[config.mk]
export PLATFORM = sky130hd
export DESIGN_NAME = demux_1n_reg
export DESIGN_NICKNAME = d
export VERILOG_FILES = /design/src/rtl/demux_pkg.sv /design/src/rtl/demux_slot.sv /design/src/rtl/demux_1n_reg.sv
export SDC_FILE = /design/constraint.sdc
export NUM_CORES = 1
export LEC_CHECK = 0
export ABC_CLOCK_PERIOD_IN_PS = 1700
export BUFFER_PORTS_ARGS = -buffer_cell sky130_fd_sc_hd__buf_4
export CORE_MARGIN = 1.5
export CORE_UTILIZATION = 48
export CTS_BUF_LIST = sky130_fd_sc_hd__clkbuf_16
export DETAILED_ROUTE_END_ITERATION = 7
export HOLD_SLACK_MARGIN = 0.12
export PLACE_DENSITY = 0.78
export SLEW_MARGIN = 20
export SYNTH_ARGS = -nofsm -noshare
export SYNTH_HDL_FRONTEND = slang
export SYNTH_SLANG_ARGS = --single-unit
export TNS_END_PERCENT = 5
[constraint.sdc]
create_clock -name clk -period 1.7 [get_ports clk]
set_input_delay 0.34 -clock clk [delete_from_list [all_inputs] [get_ports clk]]
set_output_delay 0.34 -clock clk [all_outputs]
set_load 0.02 [all_outputs]
[src/rtl/demux_pkg.sv]
// Shared defaults and error-counter constants for the registered 1:N demultiplexer.
package demux_pkg;
  localparam int DEMUX_N_DEF = 4;
  localparam int DEMUX_W_DEF = 8;
  localparam int ERR_CNT_W = 8;
  localparam logic [ERR_CNT_W-1:0] ERR_CNT_MAX = 8'hFF;
endpackage

[src/rtl/demux_slot.sv]
// One-entry output register for a single demux channel: load, drain, same-cycle reload.
module demux_slot #(
  parameter int W = 8
) (
  input  logic         clk,
  input  logic         rst,
  input  logic         i_load,
  input  logic [W-1:0] i_data,
  input  logic         i_ready,
  output logic         o_valid,
  output logic [W-1:0] o_data,
  output logic         o_free
);
  logic         r_valid;
  logic [W-1:0] r_data;

  // A load wins over a drain, so a simultaneous drain and load keeps the slot full.
  always_ff @(posedge clk or posedge rst) begin
    if (rst) begin
      r_valid <= 1'b0;
      r_data  <= '0;
    end else if (i_load) begin
      r_valid <= 1'b1;
      r_data  <= i_data;
    end else if (i_ready) begin
      r_valid <= 1'b0;
    end
  end

  assign o_valid = r_valid;
  assign o_data  = r_data;
  assign o_free  = !r_valid || i_ready;
endmodule

[src/rtl/demux_1n_reg.sv]
// Registered 1:N stream demultiplexer with per-channel valid/ready output registers.
// Optional out-of-range select counter enabled by defining DEMUX_ERR_CNT_EN.
module demux_1n_reg
  import demux_pkg::*;
#(
  parameter int N  = DEMUX_N_DEF,
  parameter int W  = DEMUX_W_DEF,
  parameter int SW = $clog2(N)
) (
  input  logic            clk,
  input  logic            rst,
  input  logic [W-1:0]    I,
  input  logic [SW-1:0]   S,
  input  logic            in_valid,
  output logic            in_ready,
  output logic [N*W-1:0]  Y,
  output logic [N-1:0]    out_valid,
  input  logic [N-1:0]    out_ready
`ifdef DEMUX_ERR_CNT_EN
  ,
  output logic [ERR_CNT_W-1:0] err_cnt
`endif
);
  localparam int NS = 1 << SW;

  logic [N-1:0]  w_free;
  logic [N-1:0]  w_load;
  logic [NS-1:0] w_sel_free;
  logic [NS-1:0] w_dec;
  logic          w_accept;

  // Handshake: a beat transfers on any edge where valid && ready. in_ready looks only
  // at S and the selected channel's state, never at in_valid; select codes past N-1
  // map to always-free entries so out-of-range beats are swallowed.
  always_comb begin
    w_sel_free = '1;
    w_sel_free[N-1:0] = w_free;
  end

  assign in_ready = w_sel_free[S];
  assign w_accept = in_valid && in_ready;
  assign w_dec    = NS'(1) << S;
  assign w_load   = w_dec[N-1:0] & {N{w_accept}};

  for (genvar k = 0; k < N; k++) begin : g_slot
    demux_slot #(.W(W)) u_slot (
      .clk     (clk),
      .rst     (rst),
      .i_load  (w_load[k]),
      .i_data  (I),
      .i_ready (out_ready[k]),
      .o_valid (out_valid[k]),
      .o_data  (Y[k*W +: W]),
      .o_free  (w_free[k])
    );
  end

`ifdef DEMUX_ERR_CNT_EN
  logic [ERR_CNT_W-1:0] r_err_cnt;
  logic                 w_oor;

  assign w_oor = w_accept && !(|w_dec[N-1:0]);

  always_ff @(posedge clk or posedge rst) begin
    if (rst) begin
      r_err_cnt <= '0;
    end else if (w_oor && (r_err_cnt != ERR_CNT_MAX)) begin
      r_err_cnt <= r_err_cnt + 1'b1;
    end
  end

  assign err_cnt = r_err_cnt;
`endif
endmodule

==> results.md <==
Run status:
- The run finished, with violations left.
- The final reports fail on design-rule violations.

Global routing:
- The aggregate global routing overflow is 0.
- The number of antenna violations at the first check in global routing is 0.
- The number of global-route vias before repair is 960.
- The first-pass GRT wire length is 4.77 mm.
- In the global route stage, overall resource usage came out at 20.2%.
- Entering global routing, the biggest net connects 37 pins.

Routing:
- Dividing the detail-routed via count by the number of cells gives 5.06.
- The via count is 937.
- The first routing iteration left 38 violations.
- Before antenna repair, the detailed router went through 6 iterations.
- The final routed wire length divided by cell count is 16.0 um.
- The number of antenna-violating nets in the routed design is 0.
- After detailed routing, the total wire length is 2.96 mm.
- The count of unresolved DRC violations after routing is 9.

Pwr:
- For this design the ratio of total power to cell area is 1340 nW/um^2.
- The total power consumption of the routed design is 2.72 mW.
- VDD sags by at most 1.01 mV.
- For this design the static power due to leakage is 0.977 nW.

STA:
- In the final timing run, aggregate negative setup slack is 0 ns.
- The worst path uses 98.4% of the clock period.
- Setup repair after global routing could not meet its margin everywhere.
- The max-slew violation total from the final report is 0.
- For the pin with the worst max-slew slack, the measured transition is 0.433 ns.
- The worst path setup slack after routing is 0.0278 ns.
- The number of endpoints failing setup at the final stage is 0.
- Static timing analysis puts the maximum clock frequency at 0.598 GHz.
- The post-route clock skew is 0.00244 ns.
- The final period demand of the worst path is 1.67 ns.
- The count of final hold-check violations came to 0.
- The relative slew slack is 71.2%.

Floorplan:
- The die covers 3330 um^2.
- The y dimension of the die is 57.7 um.
- The die extent in x is 57.7 um.
- The total area inside the core boundary comes to 2810 um^2.
- After floorplanning, the core was divided into 19 placement rows.
- The initial standard-cell utilization of the core is 51.2%.
- The I/O pin count is 54.

Placement:
- The weighted congestion at the end of routability-driven global placement is 0.806.
- The pre-CTS setup slack is 0.0958 ns.
- The HPWL after detailed placement is 2.02 mm.
- The instance count after placement with tap cells included is 174.
- The count of port buffers added during placement is 53.
- In this run the cell area measured after placement is 1860 um^2.

Worst setup path:
- The classification of the worst setup path is reg2out.
- For the worst setup path, the data required time is 1.36 ns.
- The nature of the critical path startpoint is a flop.
- Setup slack on the worst reg-to-reg path comes out at 0.29 ns.
- The data arrival at the endpoint of the critical path is 1.33 ns.
- Along the worst path, the maximum fanout reaches 2.
- STA classifies the critical path endpoint as an output pin.

Finish:
- The area of the multi-input gates is 488 um^2.
- The combined flip-flop and latch cell area is 901 um^2.
- The synthesis-to-finish area growth is 40.9%.
- The fraction of final layout cells sized beyond drive strength 1 is 66.2%.
- Once layout is complete, the cells apart from fillers number 185.
- The net count of the finished layout is 170.
- After routing the design area is 2030 um^2.
- The filler cells instantiated in the layout total 195.
- The repair_antennas step left the layout with diodes totalling 0.

Synthesis:
- The number of nets in the synthesized netlist is 110.
- Summing the sequential cell areas from Yosys gives 62.7% of the chip area.
- The synthesized design devotes to its leading area cell type 62.7% of total area.
- After technology mapping, the gate count stands at 93.
- After synthesis, the mean cell area works out to 15.5 um^2.
- sky130_fd_sc_hd__dfrtp_1 takes more of the synthesized area than any other cell.
- The cell area after synthesis is 1440 um^2.
- The register bit count reported by yosys is 36.
- The number of warnings issued by yosys is 0.
- The netlist uses 15 different library cells.
- Yosys attributes the largest share of cell area to sky130_fd_sc_hd__dfrtp_1 63%, sky130_fd_sc_hd__mux2_2 25%, sky130_fd_sc_hd__buf_4 2.1%, sky130_fd_sc_hd__nand2b_1 1.7%, sky130_fd_sc_hd__mux4_2 1.6%.

Clock network:
- TritonCTS built the clock tree.
- The clock slew at the register clock pins of the worst setup and hold paths is 0.05 ns.
- The H-tree level count is 2.
- The count of clock tree sinks is 36.
- The longest clock path from root to sink contains 2 buffers.
- The clock buffer count from CTS is 5.
- The cell at the root of the clock tree is sky130_fd_sc_hd__clkbuf_16.
- The insertion delay to the later sink of the worst-skew pair is 0.27 ns.

Run:
- The count of max-cap constraint violations is 0.

Min path:
- The kind of path behind the tightest hold check is in2async.
-- state kept, by name, indices dropped and copies added (netlist names) --
name,flops
g_slot.u_slot.o_data,32
g_slot.u_slot.o_valid,4
-- layer usage --
layer / track usage [%] / up-vias / wire (um)
li1: - / 433 / -
met4: 8.97 / 0 / 21
met1: 22.8 / 463 / 1150
met5: 0 / - / 0
met3: 7.81 / 2 / 203
met2: 34.1 / 39 / 1590
-- cell usage in the layout (no fill, tap or decap), types with 2 or more instances in the layout --
master,synthesis,layout
sky130_fd_sc_hd__buf_4,4,59
sky130_fd_sc_hd__clkbuf_16,0,5
sky130_fd_sc_hd__dfrtp_1,36,36
sky130_fd_sc_hd__inv_1,1,2
sky130_fd_sc_hd__mux2_2,32,32
sky130_fd_sc_hd__nand2_1,5,5
sky130_fd_sc_hd__nand2b_1,4,4
-- cell families (layout without fill, tap and decap cells) --
group,Yosys count,after routing,share of synthesized area [%]
DFF,36,36,62.7
muxes,33,33,26.6
and+or+nand+nor,15,15,6.96
buffers and inverters,8,69,3.39
AOI/OAI and AO/OA,1,1,0.348
-- synth_stat cells, drive strengths merged --
| master | instances |
|---|---|
| nor3b | 1 |
| o21ai | 1 |
| buf | 7 |
| nand3 | 1 |
| nand2b | 4 |
| dfrtp | 36 |
| mux4 | 1 |
| inv | 1 |
| nor2b | 2 |
| mux2 | 32 |
| and3 | 1 |
| nand2 | 5 |
| nand3b | 1 |
-- stage by stage --
| step | utilization (%) | hold WS, ns |
|---|---|---|
| final | 72.2 | 0.164 |
| after global routing | 72.2 | 0.214 |
| after CTS | 71.7 | 0.185 |
| after detailed placement | 66.3 | 0.474 |
| after global placement | 66.3 | 0.466 |
| after floorplan | - | 0.474 |
-- power by group --
part	internal [mW]	switching (mW)
sequential	1.03	0.0918
clock	0.531	0.310
combinational	0.379	0.382
total	1.94	0.784
-- worst paths after layout --
| path | from | end | cells past startpoint |
|---|---|---|---|
| setup / recovery | g_slot[3].u_slot.o_valid | in_ready | 3 |
| hold / removal | rst | g_slot[1].u_slot.o_data[5] | 3 |
| setup reg to reg | g_slot[1].u_slot.o_valid | g_slot[1].u_slot.o_data[6] | 5 |
| hold reg to reg | g_slot[2].u_slot.o_data[3] | g_slot[2].u_slot.o_data[3] | 1 |
| max in group asynchronous | rst | g_slot[3].u_slot.o_data[6] | 3 |
| min in group clk | I[4] | g_slot[3].u_slot.o_data[4] | 2 |
-- final cells by class --
cell class | instances | area share, %
Multi-Input combinational cell | 49 | 24.1
Tap cell | 31 | 1.91
Inverter | 1 | 0.185
Sequential cell | 36 | 44.5
Timing Repair Buffer | 60 | 22.4
Clock inverter | 3 | 0.741
Clock buffer | 5 | 6.18
-- critical path, cell delays in order (launching register included) --
cell and delay [ns]:
sky130_fd_sc_hd__dfrtp_1 0.35, sky130_fd_sc_hd__nand2b_1 0.08, sky130_fd_sc_hd__mux4_2 0.49, sky130_fd_sc_hd__buf_6 0.15
-- what timing repair did --
action	CTS	global route
hold buffers	0	0
setup endpoints to repair	1	1
setup buffers	1	2
endpoints found under the hold margin	0	0
gates resized for setup	1	0
(Power assumes the default switching activity.)
